--- config.mk ---
export PLATFORM = sky130hd
export DESIGN_NAME = reg_dump
export DESIGN_NICKNAME = d
export VERILOG_FILES = /design/src/rtl/reg_dump.sv
export SDC_FILE = /design/constraint.sdc
export NUM_CORES = 1
export LEC_CHECK = 0
export BUFFER_PORTS_ARGS = -buffer_cell sky130_fd_sc_hd__buf_2
export CAP_MARGIN = 20
export CORE_MARGIN = 5
export CORE_UTILIZATION = 46
export CTS_BUF_LIST = sky130_fd_sc_hd__clkbuf_8
export DETAILED_ROUTE_END_ITERATION = 6
export GPL_TIMING_DRIVEN = 0
export PLACE_DENSITY = 0.82
export SLEW_MARGIN = 20
export SYNTH_ARGS = -nofsm -noshare
export SYNTH_HDL_FRONTEND = slang
export SYNTH_SLANG_ARGS = --single-unit
--- constraint.sdc ---
create_clock -name CLK -period 3.5 [get_ports CLK]
set_input_delay 0.175 -clock CLK [delete_from_list [all_inputs] [get_ports CLK]]
set_output_delay 0.175 -clock CLK [all_outputs]
set_load 0.02 [all_outputs]
--- src/rtl/reg_dump.sv ---
// Register-file snapshot sequencer: walks every register index once per start
// pulse and streams {index, value} beats over a valid/ready interface.
module reg_dump #(
    parameter int NUM_REGS = 8,
    parameter int IDX_W    = 3,
    parameter int DATA_W   = 16
) (
    input  logic              CLK,
    input  logic              RST,
    input  logic              start,
    input  logic              reg_write,
    output logic [IDX_W-1:0]  rd_addr,
    input  logic [DATA_W-1:0] rd_data,
    output logic              out_valid,
    input  logic              out_ready,
    output logic [IDX_W-1:0]  out_index,
    output logic [DATA_W-1:0] out_data,
    output logic              busy,
    output logic              done
);

    localparam logic [1:0] S_IDLE = 2'd0;
    localparam logic [1:0] S_READ = 2'd1;
    localparam logic [1:0] S_SEND = 2'd2;
    localparam logic [1:0] S_DONE = 2'd3;

    localparam logic [IDX_W-1:0] LAST_IDX = IDX_W'(NUM_REGS - 1);

    logic [1:0]        state_reg, state_next;
    logic [IDX_W-1:0]  idx_reg, idx_next;
    logic [IDX_W-1:0]  out_index_reg, out_index_next;
    logic [DATA_W-1:0] out_data_reg, out_data_next;

    always_comb begin
        state_next     = state_reg;
        idx_next       = idx_reg;
        out_index_next = out_index_reg;
        out_data_next  = out_data_reg;
        case (state_reg)
            S_IDLE: begin
                if (start) begin
                    idx_next   = '0;
                    state_next = S_READ;
                end
            end
            S_READ: begin
                // A write in flight makes this sample stale; retry next cycle
                // so the dump reflects the post-write contents.
                if (!reg_write) begin
                    out_index_next = idx_reg;
                    out_data_next  = rd_data;
                    state_next     = S_SEND;
                end
            end
            S_SEND: begin
                if (out_ready) begin
                    if (idx_reg == LAST_IDX) begin
                        state_next = S_DONE;
                    end else begin
                        idx_next   = idx_reg + IDX_W'(1);
                        state_next = S_READ;
                    end
                end
            end
            default: state_next = S_IDLE;
        endcase
    end

    always_ff @(posedge CLK) begin
        if (RST) begin
            state_reg     <= S_IDLE;
            idx_reg       <= '0;
            out_index_reg <= '0;
            out_data_reg  <= '0;
        end else begin
            state_reg     <= state_next;
            idx_reg       <= idx_next;
            out_index_reg <= out_index_next;
            out_data_reg  <= out_data_next;
        end
    end

    assign rd_addr   = idx_reg;
    assign out_valid = (state_reg == S_SEND);
    assign out_index = out_index_reg;
    assign out_data  = out_data_reg;
    assign busy      = (state_reg != S_IDLE);
    assign done      = (state_reg == S_DONE);

endmodule

==> impl_metrics.prom, run 1 <==
# TYPE chip_impl_metric gauge
chip_impl_info{name="status",value="complete, no violations"} 1
chip_impl_metric{name="max_slew.worst_pin.slew",unit="ns"} 0.425
chip_impl_metric{name="top_ports",unit=""} 46
chip_impl_metric{name="met2_usage",unit="%"} 27.0
chip_impl_info{name="cp_cell_sequence",value="ha_1 -> ha_1 -> and4bb_2 -> nor3_1 -> mux2_2"} 1
chip_impl_metric{name="dieWidth",unit="um"} 55.2
chip_impl_info{name="top_usage_layer",value="met2"} 1
chip_impl_metric{name="track_usage",unit="%"} 14.8
chip_impl_metric{name="detail_route.iter0.violations",unit=""} 17
chip_impl_metric{name="cts_hold_bufs",unit=""} 0
chip_impl_metric{name="clkSinkCount",unit=""} 24
chip_impl_metric{name="nNetsFinal",unit=""} 182
chip_impl_metric{name="yosysWarningCount",unit=""} 0
chip_impl_metric{name="area_growth_syn_to_layout",unit="%"} 35.1
chip_impl_metric{name="cts_htree_levels",unit=""} 1
chip_impl_metric{name="worstPathArrival",unit="ns"} 1.72
chip_impl_metric{name="final_ws_setup",unit="ns"} 1.98
chip_impl_metric{name="p_per_area",unit="mW/mm2"} 468
chip_impl_metric{name="number_of_antenna_violations_at_the_first_check_in_global_routing",unit=""} 0
chip_impl_metric{name="grtUsageMet3",unit="%"} 3.73
chip_impl_metric{name="synth_area",unit="um2"} 941
chip_impl_metric{name="worst_skew_pair.late_latency",unit="ns"} 0.26
chip_impl_metric{name="netSwitchingFraction",unit="%"} 22.0
chip_impl_metric{name="final_cell_count_no_fill",unit=""} 185
chip_impl_metric{name="fmax",unit="MHz"} 659
chip_impl_metric{name="place.gp.congestion",unit=""} 0.776
chip_impl_metric{name="critical_path_buf_inv_count",unit=""} 0
chip_impl_metric{name="global_route.overflow_total",unit=""} 0
chip_impl_metric{name="place_inst",unit=""} 181
chip_impl_metric{name="fin_worst_skew",unit="ns"} 0.00575
chip_impl_info{name="post_synth_main_area_contributors",value="dfxtp_1 51%, nand2_1 15%, a21oi_1 11%, ha_1 2.7%, buf_6 2.4%"} 1
chip_impl_info{name="timing_worst_setup_path_type",value="reg -> reg"} 1
chip_impl_metric{name="floorplan.die.height",unit="um"} 55.2
chip_impl_info{name="crit_family",value="simple AND/OR/NAND/NOR gates"} 1
chip_impl_metric{name="final_layout_size_suffix_gt1_share",unit="%"} 37.3
chip_impl_metric{name="synth_top_area_share",unit="%"} 51.1
chip_impl_info{name="synth.top_cells.by_count",value="38 x nand2_1, 24 x dfxtp_1, 20 x a21oi_1"} 1
chip_impl_metric{name="final-setup-viol-count",unit=""} 0
chip_impl_info{name="tritoncts",value="built"} 1
chip_impl_metric{name="fp.dieArea",unit="mm2"} 0.00305
chip_impl_metric{name="cell_internal_pwr",unit="uW"} 464
chip_impl_metric{name="postSynthRegisterBits",unit=""} 24
chip_impl_metric{name="drt_first_pass_iters",unit=""} 4
chip_impl_metric{name="synth-edff-count",unit=""} 0
chip_impl_metric{name="grt_max_degree",unit=""} 15
chip_impl_metric{name="design.core.area",unit="mm2"} 0.00196
chip_impl_info{name="min_path_type",value="in -> reg"} 1
chip_impl_metric{name="dp_wirelength",unit="um"} 1780
chip_impl_metric{name="floorplan.initialDensity",unit="%"} 48.0
chip_impl_metric{name="worstPathMaxFanout",unit=""} 4
chip_impl_metric{name="total_switching_power",unit="uW"} 131
chip_impl_info{name="setup.worst_path.start_class",value="flop"} 1
chip_impl_metric{name="vias_per_cell",unit=""} 4.89
chip_impl_info{name="synth-main-ff-cell",value="dfxtp_1"} 1
chip_impl_info{name="clk_root_buffer_cell",value="clkbuf_8"} 1
chip_impl_metric{name="via_count",unit=""} 905
chip_impl_metric{name="period_minus_slack",unit="ns"} 1.52
chip_impl_metric{name="cts_inserted_buffers",unit=""} 3
chip_impl_metric{name="route.antenna.remaining_nets",unit=""} 0
chip_impl_info{name="worst_path_most_repeated_cell",value="ha_1"} 1
chip_impl_metric{name="cts-root-to-sink-buffers",unit=""} 2
chip_impl_metric{name="drt_drc_violations_left",unit=""} 0
chip_impl_metric{name="maxCapViolations",unit=""} 0
chip_impl_metric{name="power_frac_clock",unit="%"} 40.0
chip_impl_metric{name="timing.critical_path.slowest_cell_delay",unit="ns"} 0.40
chip_impl_info{name="cp_max_stage_cell",value="dfxtp_1"} 1
chip_impl_info{name="grt_setup_unrepaired",value="false"} 1
chip_impl_metric{name="postSynthNetCount",unit=""} 132
chip_impl_metric{name="ir_worst_vdd",unit="V"} 0.000331
chip_impl_metric{name="asyncSetResetFlopFracSynth",unit="%"} 0
chip_impl_metric{name="first_global_vias",unit=""} 881
chip_impl_metric{name="hold_violations",unit=""} 0
chip_impl_metric{name="cell_rows",unit=""} 16
chip_impl_metric{name="port_buffers",unit=""} 45
chip_impl_metric{name="post_cts_setup_inserts",unit=""} 0
chip_impl_info{name="synth_top_cell_by_area",value="dfxtp_1"} 1
chip_impl_metric{name="max_slew_margin",unit="%"} 71.6
chip_impl_metric{name="combPwrFrac",unit="%"} 11.7
chip_impl_metric{name="grt_first_pass_wirelength",unit="um"} 3760
chip_impl_metric{name="slew_viol_final",unit=""} 0
chip_impl_metric{name="cts_repair_resize_count",unit=""} 0
chip_impl_metric{name="seq_power_share",unit="%"} 48.3
chip_impl_metric{name="drt_total_wl",unit="um"} 2290
chip_impl_metric{name="syn-mean-instance-area",unit="um2"} 8.63
chip_impl_info{name="synth.most_common_cell",value="nand2_1"} 1
chip_impl_metric{name="dp_worst_setup_slack",unit="ns"} 2.01
chip_impl_info{name="setup.worst_path.end_class",value="flop"} 1
chip_impl_metric{name="worst_endpoint_required_time",unit="ns"} 3.71
chip_impl_metric{name="flip_flop_count_of_the_largest_register_after_layout",unit=""} 16
chip_impl_metric{name="leakage",unit="uW"} 0.000601
chip_impl_metric{name="synth.yosys.seq_area_share",unit="%"} 51.1
chip_impl_metric{name="synth_cells",unit=""} 109
chip_impl_metric{name="netlist-cell-type-count",unit=""} 23
chip_impl_metric{name="finalSetupTns",unit="ns"} 0
chip_impl_metric{name="wire_length_per_cell",unit="um"} 12.4
chip_impl_metric{name="timing.final.crit_share",unit="%"} 43.4
chip_impl_metric{name="path_clk_slew",unit="ns"} 0.08
chip_impl_metric{name="met1_usage",unit="%"} 15.9
chip_impl_metric{name="num_antenna_cells",unit=""} 0
-- placed cells by master (no fill, tap or decap), drive strengths merged, types with 2 or more instances in the layout --
cell / count
nand2: 38
nor2: 2
a22o: 2
dfxtp: 24
ha: 2
nor3b: 2
clkbuf: 5
a21oi: 20
buf: 50
-- kinds of logic (layout without fill, tap and decap cells) --
logic type      count (synthesis)  after routing  share of synthesized area [%]
buf+inv                         7             56                           5.85
mux                             2              2                           2.26
simple gates                   51             51                           24.9
compound gates                 23             23                           13.3
fa+ha+maj                       2              2                           2.66
flops                          24             24                           51.1
-- routing by layer --
layer | share of wire (%) | wire [um] | vias up
li1 | - | - | 456
met1 | 43 | 973 | 418
met2 | 50 | 1150 | 29
met3 | 6.1 | 139 | 2
met4 | 1.3 | 29 | 0
met5 | 0 | 0 | -
-- path summary, 6_finish.rpt --
check | startpoint | end | slack (ns) | cells past startpoint
worst max-delay path | rd_addr[0] | rd_addr[0] | 1.98 | 5
worst min-delay path | RST | out_index[1] | 0.13 | 2
worst max register to register | rd_addr[0] | rd_addr[0] | 1.98 | 5
worst min register to register | out_index[2] | out_index[2] | 0.46 | 2
-- area by class of cell --
cell class / count / area [um2]
multi-input cells: 78 / 405
repair buffers: 45 / 225
flip-flops and latches: 24 / 480
clock buffers: 3 / 41.3
plain buffers: 7 / 55.1
well taps: 27 / 33.8
clock inverters: 1 / 30.0
fillers: 189 / 691
-- power by group through the flow --
stage / Clock, uW / Sequential (uW) / Combinational (uW)
global route: 251 / 289 / 76.4
floorplan: 0 / 302 / 32.8
detailed placement: 0 / 294 / 69.8
CTS: 241 / 288 / 70.0
finish: 238 / 288 / 69.4
global placement: 0 / 293 / 67.1
-- through the flow --
stage                     hold WS, ns  util, %  power, uW  cell area [um2]
after floorplan                 0.244        -        335              941
after global placement          0.398     61.2        360             1200
after detailed placement        0.413     61.2        364             1200
after CTS                       0.135     64.8        598             1270
after global routing            0.141     64.8        616             1270
final                           0.133     64.8        595             1270
Note: power is estimated with default switching activity, not from simulation.
==> run 2: changes to the inputs <==
Settings changed: CORE_UTILIZATION 46 to 42, PLACE_DENSITY 0.82 to 0.79.
Clock period 3.5 ns to 1.2 ns, I/O delays scaled along.
==> impl_metrics.prom, run 2 (synthesized netlist as in run 1, its figures left out) <==
# TYPE chip_impl_metric gauge
chip_impl_metric{name="fin_worst_skew",unit="ns"} 0.00242
chip_impl_info{name="grt_setup_unrepaired",value="true"} 1
chip_impl_metric{name="number_of_antenna_violations_at_the_first_check_in_global_routing",unit=""} 0
chip_impl_metric{name="clkSinkCount",unit=""} 24
chip_impl_info{name="top_usage_layer",value="met2"} 1
chip_impl_metric{name="cts-root-to-sink-buffers",unit=""} 2
chip_impl_metric{name="dp_wirelength",unit="um"} 1760
chip_impl_metric{name="drt_first_pass_iters",unit=""} 4
chip_impl_metric{name="port_buffers",unit=""} 45
chip_impl_metric{name="place.gp.congestion",unit=""} 0.733
chip_impl_metric{name="final_cell_count_no_fill",unit=""} 194
chip_impl_metric{name="timing.final.crit_share",unit="%"} 116
chip_impl_metric{name="place_inst",unit=""} 182
chip_impl_info{name="layout_commonest_cell",value="buf_2"} 1
chip_impl_metric{name="final_ws_setup",unit="ns"} -0.192
chip_impl_metric{name="vias_per_cell",unit=""} 4.87
chip_impl_metric{name="grtUsageMet3",unit="%"} 3.39
chip_impl_metric{name="floorplan.die.height",unit="um"} 57.3
chip_impl_metric{name="cts_htree_levels",unit=""} 1
chip_impl_metric{name="track_usage",unit="%"} 17.0
chip_impl_info{name="status",value="finished, violations left"} 1
chip_impl_metric{name="core_occupancy_in_the_finished_layout",unit="%"} 77.1
chip_impl_metric{name="area_growth_syn_to_layout",unit="%"} 77.8
chip_impl_metric{name="first_global_vias",unit=""} 964
chip_impl_metric{name="r2r_slack",unit="ns"} -0.19
chip_impl_metric{name="final-setup-viol-count",unit=""} 24
chip_impl_metric{name="finalSetupTns",unit="ns"} -1.64
chip_impl_metric{name="grt_first_pass_wirelength",unit="um"} 4370
chip_impl_metric{name="met2_usage",unit="%"} 31.5
chip_impl_metric{name="final_layout_size_suffix_gt1_share",unit="%"} 79.5
chip_impl_info{name="tritoncts",value="built"} 1
chip_impl_metric{name="fp.dieArea",unit="mm2"} 0.00329
chip_impl_metric{name="worst_endpoint_required_time",unit="ns"} 1.35
chip_impl_metric{name="global_route.overflow_total",unit=""} 0
chip_impl_info{name="setup.worst_path.end_class",value="flop"} 1
chip_impl_info{name="clk_root_buffer_cell",value="clkbuf_8"} 1
chip_impl_metric{name="drt_total_wl",unit="um"} 2930
chip_impl_metric{name="worst_skew_pair.late_latency",unit="ns"} 0.26
chip_impl_metric{name="cts_hold_bufs",unit=""} 0
chip_impl_metric{name="floorplan.initialDensity",unit="%"} 43.4
chip_impl_metric{name="grt_max_degree",unit=""} 14
chip_impl_info{name="mostFrequentLayoutCells",value="44 x buf_2, 21 x nand2_2, 20 x a21oi_2"} 1
chip_impl_metric{name="worstPathArrival",unit="ns"} 1.54
chip_impl_metric{name="maxCapViolations",unit=""} 0
chip_impl_metric{name="fillCellCount",unit=""} 156
chip_impl_metric{name="num_antenna_cells",unit=""} 0
chip_impl_info{name="failing_checks",value="setup timing"} 1
chip_impl_metric{name="drt_drc_violations_left",unit=""} 0
chip_impl_metric{name="hold_violations",unit=""} 0
chip_impl_metric{name="period_minus_slack",unit="ns"} 1.39
chip_impl_metric{name="via_count",unit=""} 944
chip_impl_metric{name="design.core.area",unit="mm2"} 0.00217
chip_impl_metric{name="leakage",unit="uW"} 0.000730
chip_impl_metric{name="met1_usage",unit="%"} 18.6
chip_impl_metric{name="flip_flop_count_of_the_largest_register_after_layout",unit=""} 16
chip_impl_info{name="setup.worst_path.start_class",value="flop"} 1
chip_impl_metric{name="dieWidth",unit="um"} 57.3
chip_impl_metric{name="cts_inserted_buffers",unit=""} 3
chip_impl_metric{name="top_ports",unit=""} 46
chip_impl_metric{name="route.antenna.remaining_nets",unit=""} 0
chip_impl_metric{name="worstPathMaxFanout",unit=""} 3
chip_impl_metric{name="fmax",unit="MHz"} 719
chip_impl_metric{name="dp_worst_setup_slack",unit="ns"} -0.201
chip_impl_metric{name="detail_route.iter0.violations",unit=""} 21
chip_impl_metric{name="slew_viol_final",unit=""} 0
chip_impl_metric{name="path_clk_slew",unit="ns"} 0.08
chip_impl_metric{name="max_slew.worst_pin.slew",unit="ns"} 0.681
chip_impl_metric{name="p_per_area",unit="mW/mm2"} 977
chip_impl_info{name="min_path_type",value="in -> reg"} 1
chip_impl_info{name="timing_worst_setup_path_type",value="reg -> reg"} 1
chip_impl_metric{name="wire_length_per_cell",unit="um"} 15.1
chip_impl_metric{name="ir_worst_vdd",unit="V"} 0.000908
chip_impl_metric{name="max_slew_margin",unit="%"} 54.6
chip_impl_metric{name="nNetsFinal",unit=""} 190
chip_impl_metric{name="cell_rows",unit=""} 17
-- run 2: cell types whose count changed in the layout (fill, tap and decap cells not counted), moves of 4 or more --
cell / change
nand2_1: -35
nand2_2: +21
a21oi_1: -20
a21oi_2: +20
nand2_4: +14
buf_6: +6
dfxtp_1: -5
dfxtp_4: +4
-- run 2: final cells by class --
cell class	instances	area, um2	area share (%)
clock buffers	3	41.3	2.47
well taps	28	35.0	2.09
plain buffers	5	45.0	2.69
flip-flops and latches	24	497	29.7
clock inverters	1	3.75	0.224
multi-input cells	78	693	41.4
repair buffers	55	358	21.4
-- run 2: worst max-delay path, cell delays in order, from the launching register on --
cell	delay, ns
dfxtp_4	0.36
ha_4	0.16
ha_4	0.15
and4bb_2	0.30
nor3_2	0.06
mux2_4	0.25
-- run 2: worst paths after layout --
kind,from,endpoint,cells after the start
hold / removal,rd_data[3],out_data[3],3
hold reg to reg,out_index[1],out_index[1],2
setup reg to reg,rd_addr[1],rd_addr[0],5
setup / recovery,rd_addr[1],rd_addr[0],5
-- run 2: through the flow --
stage | total power, uW | hold slack (ns) | instance area [um2]
2_1_floorplan | 983 | 0.129 | 1020
3_3_place_gp | 1060 | 0.302 | 1280
3_5_place_dp | 1070 | 0.307 | 1280
4_1_cts | 1590 | 0.0375 | 1540
5_1_grt | 1700 | 0.0350 | 1670
6_report | 1630 | 0.0366 | 1670
-- run 2: what timing repair did --
item | CTS | global route
setup buffers | 6 | 1
pin swaps | 26 | 29
gates cloned | 1 | 2
gates resized for setup | 42 | 38
endpoints found under the setup margin | 22 | 25
hold endpoints to repair | 0 | 0
-- run 2: layer usage --
metal	part of all wire, %	vias to the layer above	wire (um)
li1	-	472	-
met1	40	441	1180
met2	53	27	1560
met3	5.3	4	155
met4	1.2	0	34
met5	0	-	0
-- run 2: power by group --
part | internal (uW) | switching [uW] | total [uW]
logic | 155 | 178 | 334
registers | 816 | 23.0 | 839
clock network | 228 | 234 | 461
total | 1200 | 435 | 1630
==> run 3: changes to the inputs <==
Settings changed: CORE_MARGIN 5 to 2.
==> impl_metrics.prom, run 3 (synthesized netlist as in run 1, its figures left out) <==
# TYPE chip_impl_metric gauge
chip_impl_metric{name="hold_violations",unit=""} 0
chip_impl_metric{name="critical_path_buf_inv_count",unit=""} 0
chip_impl_info{name="grt_setup_unrepaired",value="true"} 1
chip_impl_metric{name="port_buffers",unit=""} 45
chip_impl_metric{name="clkSinkCount",unit=""} 24
chip_impl_info{name="worst_path_most_repeated_cell",value="ha_4"} 1
chip_impl_metric{name="leakage",unit="uW"} 0.000697
chip_impl_metric{name="fmax",unit="MHz"} 713
chip_impl_metric{name="cell_rows",unit=""} 17
chip_impl_info{name="clk_root_buffer_cell",value="clkbuf_8"} 1
chip_impl_metric{name="grt_max_degree",unit=""} 15
chip_impl_metric{name="slew_viol_final",unit=""} 0
chip_impl_metric{name="dieWidth",unit="um"} 51.3
chip_impl_metric{name="route.antenna.remaining_nets",unit=""} 0
chip_impl_metric{name="via_count",unit=""} 947
chip_impl_metric{name="path_clk_slew",unit="ns"} 0.08
chip_impl_metric{name="floorplan.die.height",unit="um"} 51.3
chip_impl_metric{name="drt_drc_violations_left",unit=""} 0
chip_impl_metric{name="worst_endpoint_required_time",unit="ns"} 1.35
chip_impl_metric{name="max_slew.worst_pin.slew",unit="ns"} 0.690
chip_impl_info{name="failing_checks",value="setup timing"} 1
chip_impl_metric{name="placed_cell_area",unit="mm2"} 0.00128
chip_impl_metric{name="design_power_total",unit="uW"} 1830
chip_impl_metric{name="num_antenna_cells",unit=""} 0
chip_impl_info{name="setup.worst_path.start_class",value="flop"} 1
chip_impl_info{name="tritoncts",value="built"} 1
chip_impl_metric{name="design.core.area",unit="mm2"} 0.00217
chip_impl_metric{name="finalInstanceArea",unit="mm2"} 0.00163
chip_impl_metric{name="flip_flop_count_of_the_largest_register_after_layout",unit=""} 16
chip_impl_metric{name="track_usage",unit="%"} 19.4
chip_impl_metric{name="top_ports",unit=""} 46
chip_impl_info{name="min_path_type",value="in -> reg"} 1
chip_impl_metric{name="timing.critical_path.slowest_cell_delay",unit="ns"} 0.36
chip_impl_metric{name="worst_skew_pair.late_latency",unit="ns"} 0.26
chip_impl_metric{name="fp.dieArea",unit="mm2"} 0.00263
chip_impl_metric{name="global_route.overflow_total",unit=""} 0
chip_impl_metric{name="drt_total_wl",unit="um"} 2640
chip_impl_info{name="status",value="finished, violations left"} 1
chip_impl_metric{name="number_of_antenna_violations_at_the_first_check_in_global_routing",unit=""} 0
chip_impl_metric{name="area_growth_syn_to_layout",unit="%"} 72.7
chip_impl_metric{name="fillCellCount",unit=""} 166
chip_impl_metric{name="maxCapViolations",unit=""} 0
chip_impl_info{name="cp_max_stage_cell",value="dfxtp_4"} 1
chip_impl_metric{name="vias_per_cell",unit=""} 4.96
chip_impl_info{name="setup.worst_path.end_class",value="flop"} 1
chip_impl_metric{name="ir_worst_vdd",unit="V"} 0.000922
chip_impl_metric{name="nNetsFinal",unit=""} 187
chip_impl_metric{name="floorplan.initialDensity",unit="%"} 43.4
chip_impl_info{name="timing_worst_setup_path_type",value="reg -> reg"} 1
chip_impl_metric{name="drt_first_pass_iters",unit=""} 4
chip_impl_metric{name="cts_htree_levels",unit=""} 1
chip_impl_info{name="mostFrequentLayoutCells",value="44 x buf_2, 19 x nand2_1, 19 x a21oi_2, 19 x dfxtp_1, 18 x nand2_4"} 1
chip_impl_metric{name="wire_length_per_cell",unit="um"} 13.8
chip_impl_metric{name="dp_wirelength",unit="um"} 1630
chip_impl_metric{name="max_slew_margin",unit="%"} 54.0
chip_impl_info{name="layout_commonest_cell",value="buf_2"} 1
chip_impl_metric{name="cts-root-to-sink-buffers",unit=""} 2
chip_impl_metric{name="final_ws_setup",unit="ns"} -0.202
chip_impl_metric{name="finalHoldWorstSlack",unit="ns"} 0.0363
chip_impl_info{name="crit_family",value="simple AND/OR/NAND/NOR gates"} 1
chip_impl_metric{name="p_per_area",unit="mW/mm2"} 1130
chip_impl_metric{name="dp_worst_setup_slack",unit="ns"} -0.210
chip_impl_metric{name="worstPathMaxFanout",unit=""} 3
chip_impl_metric{name="final_layout_size_suffix_gt1_share",unit="%"} 68.7
chip_impl_metric{name="final-setup-viol-count",unit=""} 19
chip_impl_metric{name="detail_route.iter0.violations",unit=""} 4
chip_impl_metric{name="fin_worst_skew",unit="ns"} 0.00368
chip_impl_metric{name="period_minus_slack",unit="ns"} 1.40
chip_impl_metric{name="cts_inserted_buffers",unit=""} 3
chip_impl_metric{name="grt_first_pass_wirelength",unit="um"} 3800
chip_impl_metric{name="first_global_vias",unit=""} 853
chip_impl_metric{name="timing.final.crit_share",unit="%"} 117
chip_impl_info{name="cp_cell_sequence",value="ha_4 -> ha_4 -> and4bb_2 -> nor3_2 -> mux2_4"} 1
chip_impl_metric{name="place.gp.congestion",unit=""} 0.635
chip_impl_metric{name="worstPathArrival",unit="ns"} 1.55
-- run 3: per-layer routing --
| layer | up-vias | GRT usage (%) | part of all wire [%] |
|---|---|---|---|
| met1 | 449 | 22.8 | 38 |
| met2 | 29 | 35.1 | 58 |
| met5 | - | 0 | 0 |
| met3 | 2 | 2.92 | 4.1 |
| li1 | 467 | - | - |
| met4 | 0 | 7.89 | 0.53 |
-- run 3: cell type report --
| class | instances | area, um2 | area share [%] |
|---|---|---|---|
| flip-flops and latches | 24 | 497 | 30.6 |
| repair buffers | 52 | 322 | 19.8 |
| clock inverters | 1 | 30.0 | 1.85 |
| multi-input cells | 78 | 658 | 40.5 |
| clock buffers | 3 | 41.3 | 2.54 |
| plain buffers | 5 | 42.5 | 2.62 |
| well taps | 28 | 35.0 | 2.16 |
-- run 3: worst paths after layout --
kind                     from            to  slack (ns)  depth (start not counted)
setup reg to reg   rd_addr[1]    rd_addr[0]       -0.20                          5
hold reg to reg   out_data[4]   out_data[4]        0.47                          2
setup / recovery   rd_addr[1]    rd_addr[0]       -0.20                          5
hold / removal            RST  out_index[1]        0.04                          2
-- run 3: where the power goes --
group / switching [uW] / internal [uW]
registers: 27.6 / 817
clock network: 248 / 445
logic: 159 / 137
total: 435 / 1400
-- run 3: through the flow --
stage,cells,utilization [%],TNS [ns]
floorplan,109,-,-1.17
global placement,182,58.8,-1.76
detailed placement,182,58.8,-2.33
CTS,191,68.1,-1.43
global route,191,74.9,-1.72
finish,191,74.9,-1.18
-- run 3: what timing repair did --
action,4_1_cts,5_1_grt
setup endpoints to repair,23,23
hold buffers,0,0
buffers inserted,6,0
cloned,0,1
resized for setup,26,34
pin swaps,19,10
